## src/rtl/fc_pkg.sv

```systemverilog
// fc_pkg: shared constants, logit limits and head FSM encoding
package fc_pkg;
  localparam int DATA_W = 16;
  localparam int FRAC_W = 14;
  localparam int N_CLASS = 10;
  localparam int IDX_W = 4;
  localparam logic [DATA_W-1:0] LOGIT_MAX = 16'h7fff;
  localparam logic [DATA_W-1:0] LOGIT_MIN = 16'h8000;
  typedef enum logic [1:0] {IDLE, SCAN, DONE} state_t;
endpackage

```

## src/rtl/sat_add16.sv

```systemverilog
// sat_add16: signed 16+16 add, overflow caught at 17 bits and clamped
module sat_add16
  import fc_pkg::*;
(
  input  logic [DATA_W-1:0] a,
  input  logic [DATA_W-1:0] b,
  output logic [DATA_W-1:0] y
);
  logic [DATA_W:0] s;
  // Overflow whenever the two top bits of the widened sum disagree
  always_comb begin
    s = {a[DATA_W-1], a} + {b[DATA_W-1], b};
    y = (s[DATA_W] != s[DATA_W-1]) ? (s[DATA_W] ? LOGIT_MIN : LOGIT_MAX) : s[DATA_W-1:0];
  end
endmodule

```

## src/rtl/fc10_argmax.sv

```systemverilog
// fc10_argmax: bias-add and sequential argmax over ten FC logits with valid/ready result
module fc10_argmax
  import fc_pkg::*;
(
  input  logic                     clk,
  input  logic                     rst,
  input  logic                     finish,
  input  logic [N_CLASS*DATA_W-1:0] psum,
  input  logic [N_CLASS*DATA_W-1:0] bias,
  output logic                     out_valid,
  input  logic                     out_ready,
  output logic [IDX_W-1:0]         class_idx,
  output logic [DATA_W-1:0]        max_val,
  output logic                     busy,
  output logic                     overrun
);
  state_t state;
  logic fin_d;
  logic start;
  logic [IDX_W-1:0] cnt;
  logic [DATA_W-1:0] logit [N_CLASS];
  logic [DATA_W-1:0] sum [N_CLASS];
  assign start = finish & ~fin_d;
  for (genvar k = 0; k < N_CLASS; k++) begin : g_sat
    sat_add16 u_sat (
      .a(psum[k*DATA_W +: DATA_W]),
      .b(bias[k*DATA_W +: DATA_W]),
      .y(sum[k])
    );
  end
  // Capture on start, scan one logit per cycle, hold result until accepted
  always_ff @(posedge clk or negedge rst) begin
    if (!rst) begin
      state <= IDLE;
      fin_d <= 1'b0;
      cnt <= '0;
      for (int i = 0; i < N_CLASS; i++) logit[i] <= '0;
      out_valid <= 1'b0;
      class_idx <= '0;
      max_val <= '0;
      busy <= 1'b0;
      overrun <= 1'b0;
    end else begin
      fin_d <= finish;
      overrun <= start && state != IDLE;
      case (state)
        IDLE: if (start) begin
          for (int i = 0; i < N_CLASS; i++) logit[i] <= sum[i];
          max_val <= sum[0];
          class_idx <= '0;
          cnt <= IDX_W'(1);
          busy <= 1'b1;
          state <= SCAN;
        end
        SCAN: begin
          if ($signed(logit[cnt]) > $signed(max_val)) begin
            max_val <= logit[cnt];
            class_idx <= cnt;
          end
          cnt <= cnt + 1'b1;
          if (cnt == IDX_W'(N_CLASS-1)) begin
            out_valid <= 1'b1;
            state <= DONE;
          end
        end
        DONE: if (out_ready) begin
          out_valid <= 1'b0;
          busy <= 1'b0;
          state <= IDLE;
        end
        default: state <= IDLE;
      endcase
    end
  end
endmodule

```

## config.mk

```make
export PLATFORM = sky130hd
export DESIGN_NAME = fc10_argmax
export DESIGN_NICKNAME = d
export VERILOG_FILES = /design/src/rtl/fc_pkg.sv /design/src/rtl/sat_add16.sv /design/src/rtl/fc10_argmax.sv
export SDC_FILE = /design/constraint.sdc
export NUM_CORES = 1
export LEC_CHECK = 0
export CAP_MARGIN = 30
export CORE_UTILIZATION = 60
export DETAILED_ROUTE_END_ITERATION = 10
export DONT_BUFFER_PORTS = 1
export PLACE_DENSITY = 0.76
export SETUP_SLACK_MARGIN = 0.2
export SYNTH_ARGS = -nofsm -noshare
export SYNTH_HDL_FRONTEND = slang
export SYNTH_HIERARCHICAL = 1
export SYNTH_SLANG_ARGS = --single-unit
export TNS_END_PERCENT = 10
```

## constraint.sdc

```tcl
create_clock -name clk -period 5.45 [get_ports clk]
set_input_delay 0.8175 -clock clk [delete_from_list [all_inputs] [get_ports clk]]
set_output_delay 0.8175 -clock clk [all_outputs]
set_load 0.03 [all_outputs]
```

# Word-level counts from Yosys, hierarchy flattened
# Cells that the tools add are included.
# Widths: inputs -> output; s select.
[op_classes]
add_sub_neg = 11
order_cmp = 2
eq_ne = 17
muxes = 40
n_bitwise = 3
reduce_logical = 12
[op_table]
columns = ["op", "count"]
rows = [
  ["$mux 16", 24],
  ["$add 16x16->17", 10],
  ["$bmux 16 s4", 1],
  ["$pmux 16 s2", 1],
  ["$gt 16x16->1", 1],
  ["$pmux 4 s2", 2],
  ["$mux 4", 3],
  ["$reduce_and 3->1", 4],
  ["$ne 1x1->1", 10],
  ["$ne 2x2->1 const B", 4],
  ["$reduce_bool 2->1", 4],
  ["$mux 2", 3],
  ["$pmux 2 s3", 1],
  ["$ge 5x5->1 const B", 1],
  ["$not 4->5", 1],
  ["$add 4x1->4 const B", 1],
  ["$eq 4x4->1 const B", 1],
  ["$pmux 1 s2", 2],
  ["$reduce_and 2->1", 2],
  ["$mux 1", 3],
  ["$eq 2x1->1 const B", 1],
  ["$eq 2x2->1 const B", 1],
  ["$logic_not 2->1", 1],
  ["$and 1x1->1", 1],
  ["2 further kinds", 2],
]
[totals]
register_bits = 190
in_bits = 324
out_inout_bits = 23
elab_cells = 103

# Logic depth before layout (Yosys ltp)
# Gate-level depths: netlist of the first run.
[logic_depth]
ltp_word = 7
depth_mapped = 14

# Modules after synthesis
# Netlist of the first run, hierarchy kept.
[by_module_without_submodules]
columns = ["mod", "n_inst", "cells_each", "area_each_um2", "seq_area_each_um2"]
rows = [
  ["fc10_argmax", 1, 943, 8939.8, 4754.6],
  ["sat_add16 at g_sat[4].u_sat ...", 6, 150, 1139.8, 0.0],
  ["sat_add16 at g_sat[0].u_sat ...", 4, 185, 1365.1, 0.0],
]

# Least setup slack after synthesis of the first run
# No wires, ideal clock.
[synth_path]
kind = "register -> register"
start = "register cnt[0]"
end = "register class_idx[0]"
setup_ns = 0.125
t_arrival_ns = 3.337
t_required_ns = 5.325
setup_slack_ns = 1.988
stages_incl_launch_ff = 14
path_buffers = 3
cell_sequence = "dfrtp_1 > buf_2 > buf_2 > mux4_2 > mux2i_1 > o22ai_1 > ha_1 > nand4_1 > nor4_2 > o21ai_1 > a211oi_1 > a311o_1 > buf_6 > mux2_4"
[synth_via]
elab_chain_cells = 7
[synth_rtl]
columns = ["item", "line_no", "rtl"]
rows = [
  ["from (decl)", "fc10_argmax.sv:20", "logic [IDX_W-1:0] cnt;"],
  ["from (signal assigned)", "fc10_argmax.sv:60", "cnt <= cnt + 1'b1;"],
  ["$not 4->5 (implied by the code)", "fc10_argmax.sv:56", "if ($signed(logit[cnt]) > $signed(max_val)) begin"],
  ["$bmux 16 s4", "fc10_argmax.sv:56", ""],
  ["$mux 16 (implied by the code) (2 in a row)", "fc10_argmax.sv:56", ""],
  ["$gt 16x16->1", "fc10_argmax.sv:56", ""],
  ["$ne 2x2->1 (no source line)", "n/a", ""],
  ["$reduce_and 3->1 (no source line)", "n/a", ""],
  ["to (signal assigned)", "fc10_argmax.sv:58", "class_idx <= cnt;"],
  ["to (decl)", "fc10_argmax.sv:12", "output logic [IDX_W-1:0] class_idx,"],
]
# Several ways; a longest one is shown, not always the timed one. The select of a mux whose other input is x is not followed.
# A chain may end at the register's enable or synchronous reset.

# Final worst setup path of the first run
# Same ends and word-level chain as after synthesis.

==> metrics.md, run 1 <==
| Metric | Value |
|---|---|
| Status | finished clean |
| Max_slew headroom | 0.468 |
| Sequential-to-total area share from yosys stat | 0.224 |
| Asr flop ratio synth | 1.00 |
| Area growth from synthesis to layout | 2.55% |
| Final HPWL DP | 42400 um |
| First-pass GRT wire length | 87100 um |
| Final worst path period share | 0.742 |
| CP endpoint kind | flop |
| R2R Path Start | cnt[0] |
| Vias in the first global route | 17400 |
| Synth Register Bits | 190 |
| Worst VDD drop | between 0.3 and 0.4 mV |
| Post-CTS Resized | 0 |
| Worst Skew | 0.0104 ns |
| Layout cells sized above 1 | 0.0924 |
| Setup crit start kind | flop |
| Max capacitance violation total | 0 |
| Diodes inserted | 0 |
| Grt ovf | 0 |
| RSZ-0062 raised after global routing | no |
| H-tree depth | 4 |
| RD Place Congestion | between 0.9 and 1 |
| Die X-Extent | 190 um |
| Hold WS | 0.0679 ns |
| Final hold vios | 0 |
| Leakage | a little under 10 nW |
| Nets | 2988 |
| R2r setup slk | 1.41 ns |
| Setup CP Type | reg2reg |
| Num CTS Buffers | 17 |
| Routed Antenna Nets | 0 |
| Core box area | 34700 sq um |
| # port buffers | 0 |
| Gate Count Post-Synth | 2583 |
| Clock Sinks | 190 |
| Row cnt | 68 |
| Fin. max-slew vios | 0 |
| Max FO, Critical Path | 40 |
| Worst EP required | 5.77 ns |
| Total number of vias | around 19000 |
| Wirelength per Cell | 18.4 um |
| Setup violators final | 0 |
| Drc violations | 0 |
| Postcts setup bufs | 0 |
| Post-synthesis cell type count | 73 |
| Most frequent cells in the layout | nand2_1 (629), a21oi_1 (211), dfrtp_1 (189) |
| Commonest non-fill, non-tap cell in the layout | nand2_1 |
| Drt first pass iters | 5 |
| Top Ports | 347 |
| R2r endpoint | class_idx[0] |
| GRT Total Usage | 0.294 |
| Number of flops mapped to enable cells by yosys | 0 |
| Main synth FF type | dfrtp_1 |
| Fin crit period | 4.04 ns |
| Pin count of the biggest net entering global routing | ~190 |
| Worst path arrival time | 4.36 ns |
| Initial antenna violation count | 0 |
| Synth Net Count | 3095 |
| YS warnings | 6 |
| CTS Hold Bufs | 0 |
| Clk slew on worst S/H paths | approximately 0.080 ns |
| Mean post-synth cell area | 8.22 sq um |
| Max frequency | 247 MHz |
| Clock root cell | clkbuf_16 |
| Slew @ Worst Pin | 0.799 ns |
| Initial Util | 0.612 |
| Final Routed Wirelength | 54000 um |
| Worst R2R Path Depth | 12 |
| Clock Path Buffers | 2 |
| Hold Crit Class | in2async |
| Initial DRC Count | 1151 |
| Die height | 190 um |
| Pwr/cell area | 412 nW/um^2 |
| Setup tns final | 0 ns |
| Post-synthesis cell area | approximately 21000 sq um |
| Die Area | 36200 sq um |
| CTS tree | yes |
| Avg Vias per Cell | 6.31 |
| Clk Latency, worst-skew pair | 0.44 ns |
through the flow:
stage / utilization / power (W) / cells / setup WS, ns / area [sq um]
2_1_floorplan: - / 0.00652 / 2583 / 1.99 / 21200
3_3_place_gp: 0.610 / 0.00753 / 2912 / 1.43 / 21200
3_5_place_dp: 0.610 / 0.00765 / 2912 / 1.40 / 21200
4_1_cts: 0.627 / 0.00896 / 2944 / 1.38 / 21800
5_1_grt: 0.627 / 0.00962 / 2944 / 1.08 / 21800
6_report: 0.627 / 0.00897 / 2944 / 1.41 / 21800
synthesized netlist by cell type, types with 15 or more instances:
master	n	area share
a211oi_1	29	0.010
a21o_1	47	0.017
a21oi_1	211	0.050
and3_1	16	0.0047
buf_2	38	0.0090
buf_6	17	0.0090
clkbuf_1	69	0.012
dfrtp_1	190	0.22
ha_1	178	0.10
inv_1	101	0.018
maj3_1	92	0.043
maj3_2	28	0.015
mux2i_1	93	0.044
mux4_2	32	0.034
nand2_1	629	0.11
nand2b_1	17	0.0050
nand3_1	32	0.0075
nor2_1	94	0.017
nor3_1	26	0.0061
nor3_2	16	0.0075
o211ai_1	26	0.0092
o21ai_0	115	0.027
o21ai_1	31	0.0073
o21bai_1	34	0.012
o22ai_1	24	0.0071
o32a_1	36	0.017
or3_1	15	0.0044
xnor2_1	73	0.030
xor2_1	46	0.019
power by group:
| group | internal [W] | total, W | switching, W |
|---|---|---|---|
| Combinational | 0.00218 | 0.00480 | 0.00262 |
| Sequential | 0.00210 | 0.00292 | 0.000822 |
| Clock | 0.000674 | 0.00125 | 0.000580 |
| Total | 0.00495 | 0.00897 | 0.00402 |
sequential cells by signal, indices dropped and copies added (netlist names):
signal     cells
cnt            4
logit        160
busy           1
max_val       16
fin_d          1
out_valid      1
state          2
overrun        1
class_idx      4
critical path, stage by stage (launching register included):
cell and delay [ns]:
dfrtp_2 0.65, buf_12 0.34, mux4_2 0.55, mux2i_1 0.15
o22ai_1 0.13, ha_1 0.35, nand4_1 0.20, nor4_2 0.36
o21ai_1 0.14, a211oi_1 0.22, a311o_1 0.15, buf_4 0.33
mux2_4 0.33
routing by layer:
metal	part of all wire	global-route usage	vias to the layer above
met1	0.46	0.417	8942
met2	0.46	0.475	564
met5	0	0	-
li1	-	-	9025
met3	0.062	0.0430	49
met4	0.015	0.0655	0
layout make-up:
cell class,instances,area (sq um)
inverter,102,383
multi-input combinational,2154,15400
tap,455,569
clock buffer,19,453
timing repair buffer,11,108
clock inverter,13,148
sequential,190,4760
fill,3088,12900
kinds of logic after synthesis:
group,share of synthesized area
buf+inv,0.0533
xor+xnor,0.0568
mux,0.0884
compound gates,0.220
simple gates,0.185
fa+ha+maj,0.172
flops,0.224
worst max path at each step:
stage	startpoint	to	cells past startpoint
after floorplan	cnt[0]	class_idx[0]	13
after global placement	cnt[0]	class_idx[1]	12
after detailed placement	cnt[0]	class_idx[1]	12
after CTS	cnt[0]	class_idx[0]	12
after global routing	cnt[0]	class_idx[0]	12
final	cnt[0]	class_idx[0]	12
Power figures use the tool's default switching activity.
==> inputs of run 2 (changes only) <==
PLACE_DENSITY = 0.79   (was 0.76)
clock period = 3.25 ns   (was 5.45 ns; I/O delays follow)
==> run 2 against run 1 <==
Net effect:
- the run now ends with hold timing, setup timing left
- wire length rose by 3.6%
- global-route usage increased by 0.96 points
- total power up 82%
- clock power is 68% higher
- critical path type unchanged
- largest power group unchanged
==> metrics.md, run 2 (synthesized netlist as in run 1, its figures left out) <==
| Metric | Value |
|---|---|
| Status | finished with violations |
| Violated checks | hold timing, setup timing |
| Max_slew headroom | 0.456 (-0.0112) |
| Clock root cell | clkbuf_16 |
| Clock Power Share | 0.128 (-0.012) |
| Worst Skew | 0.00984 ns (-0.000537 ns) |
| Worst VDD drop | 0.533 mV (+39%) |
| CP cell instances | buf_12, buf_4, mux4_2, mux2i_2, o22ai_1, ha_1, a21oi_1, o21ai_0, a211oi_2, a211oi_1, a311o_1, buf_4, mux2_4 |
| Die X-Extent | 190 um (unchanged) |
| Vias in the first global route | 17500 (+0.76%) |
| Layout cells sized above 1 | 0.116 (+0.0234) |
| Clk Latency, worst-skew pair | 0.44 ns (about the same) |
| Row cnt | 68 (unchanged) |
| Setup violators final | 20 (+20) |
| Largest Register | logit |
| P_sw | 0.00708 W (+76%) |
| Max frequency | 284 MHz (+15%) |
| CP most frequent cell | buf_4 |
| Crit path buffers/inverters | 3 (+1) |
| Internal power | 0.00923 W (+86%) |
| Switch share | 0.434 (-0.0138) |
| Wirelength per Cell | 18.7 um (+1.8%) |
| Worst path arrival time | 3.84 ns (-0.52 ns) |
| Area growth from synthesis to layout | 5.35% |
| Slew @ Worst Pin | 0.815 ns (+0.0167 ns) |
| GRT Total Usage | 0.304 (+0.00960) |
| Setup ws final | -0.265 ns (-1.67 ns) |
| Critical path's largest stage delay | 0.52 ns (-0.13 ns) |
| Pwr Total | 0.0163 W (+82%) |
| Clock Path Buffers | 2 (unchanged) |
| Clk slew on worst S/H paths | 0.07 ns (about the same) |
| Die height | 190 um (unchanged) |
| Worst EP required | 3.57 ns (-2.20 ns) |
| Initial antenna violation count | 0 (unchanged) |
| Hold Crit Class | in2async |
| Most frequent cells in the layout | nand2_1 (629), a21oi_1 (210), dfrtp_1 (189) |
| CP endpoint kind | flop |
| Avg Vias per Cell | 6.28 (-0.43%) |
| Pwr/cell area | 729 nW/um^2 (+77%) |
| Routed Antenna Nets | 0 (unchanged) |
| Setup CP Type | reg2reg |
| Drc violations | 0 (unchanged) |
| Final worst path period share | 1.08 (+0.339) |
| Drt first pass iters | 5 (unchanged) |
| Setup tns final | -4.19 ns (-4.19 ns) |
| Slowest cell on crit path | mux4_2 |
| CP delay by family, top | compound AO/OA/AOI/OAI gates |
| Sequential power share | 0.291 (-0.035) |
| Core box area | 34700 sq um (unchanged) |
| Diodes inserted | 0 (unchanged) |
| RSZ-0062 raised after global routing | yes |
| RD Place Congestion | 0.917 (-2.4%) |
| Biggest regs | logit (160), max_val (16) |
| Pin count of the biggest net entering global routing | 191 (unchanged) |
| Final hold vios | 190 (+190) |
| Clock Sinks | 190 (unchanged) |
| Leakage | 10.2 nW (+3.0%) |
| Max capacitance violation total | 0 (unchanged) |
| Final HPWL DP | 44100 um (+4.0%) |
| Nets | 3040 (+1.7%) |
| Initial DRC Count | 1145 (-0.52%) |
| Commonest non-fill, non-tap cell in the layout | nand2_1 |
| # port buffers | 0 (unchanged) |
| Combinational share of power | 0.581 (+0.046) |
| CTS tree | yes |
| First-pass GRT wire length | 89700 um (+3.0%) |
| Max FO, Critical Path | 7 (-83%) |
| Final Routed Wirelength | 56000 um (+3.6%) |
| Num CTS Buffers | 17 (unchanged) |
| Hold WS | -0.242 ns (-0.310 ns) |
| Top Ports | 347 (unchanged) |
| Place WS | -0.176 ns (-1.58 ns) |
| Total number of vias | 18800 (+1.3%) |
| Grt ovf | 0 (unchanged) |
| H-tree depth | 4 (unchanged) |
| Setup crit start kind | flop |
| Fin. max-slew vios | 0 (unchanged) |
| Max reg flops | 160 (unchanged) |
| Die Area | 36200 sq um (unchanged) |
| Initial Util | 0.612 (unchanged) |
| Final core occ | 0.645 (+0.0171) |
| Fin crit period | 3.52 ns (-0.529 ns) |
-- run 2: cell count changes in the layout (fill, tap and decap cells not counted), sizes merged --
cell	delta
clkbuf	+1
clkinv	+2
buf	+51
inv	-3
clkinvlp	-2
bufinv	+1
-- run 2: worst paths after layout --
check | start | to | slack (ns) | depth (start not counted)
worst max register to register | cnt[0] | class_idx[0] | -0.27 | 13
min in group clk | finish | fin_d | 0.08 | 0
worst max-delay path | cnt[0] | class_idx[0] | -0.27 | 13
max in group asynchronous | rst | class_idx[3] | 3.10 | 0
worst min-delay path | rst | logit[64] | -0.24 | 0
worst min register to register | logit[155] | logit[155] | 0.48 | 2
-- run 2: what timing repair did --
item,4_1_cts,5_1_grt
setup buffers,1,8
gates resized for setup,8,16
hold endpoints to repair,190,190
cloned,0,1
pin swaps,0,6
endpoints found under the setup margin,20,20
-- run 2: stage by stage --
step | instance area, sq um | cells
after global routing | 22400 | 2994
after detailed placement | 21600 | 2954
after CTS | 22200 | 2985
final | 22400 | 2994
after floorplan | 21300 | 2583
after global placement | 21600 | 2954
-- run 2: per-layer routing --
layer  share of wire  vias to the layer above  track usage
li1                -                     9141            -
met1            0.46                     9022        0.432
met2            0.47                      602        0.497
met3           0.060                       50       0.0349
met4           0.014                        0       0.0665
met5               0                        -            0
-- run 2: power groups by stage --
stage,registers (W),logic (W),clock network (W)
after floorplan,0.00423,0.00680,0
after global placement,0.00468,0.00860,0
after detailed placement,0.00473,0.00878,0
after CTS,0.00471,0.00897,0.00212
after global routing,0.00483,0.0104,0.00220
final,0.00474,0.00948,0.00210
-- run 2: layout make-up --
cell class | count | area (sq um)
inverter | 102 | 383
clock buffer | 19 | 453
fill | 2947 | 12300
sequential | 190 | 4760
tap | 455 | 569
clock inverter | 11 | 134
multi-input combinational | 2154 | 15500
timing repair buffer | 63 | 626
-- run 2: worst reg2reg max path: stages (launching register included) --
cell	delay [ns]
dfrtp_2	0.47
buf_12	0.16
buf_4	0.12
mux4_2	0.52
mux2i_2	0.22
o22ai_1	0.14
ha_1	0.31
a21oi_1	0.14
o21ai_0	0.11
a211oi_2	0.29
a211oi_1	0.11
a311o_1	0.33
buf_4	0.18
mux2_4	0.29
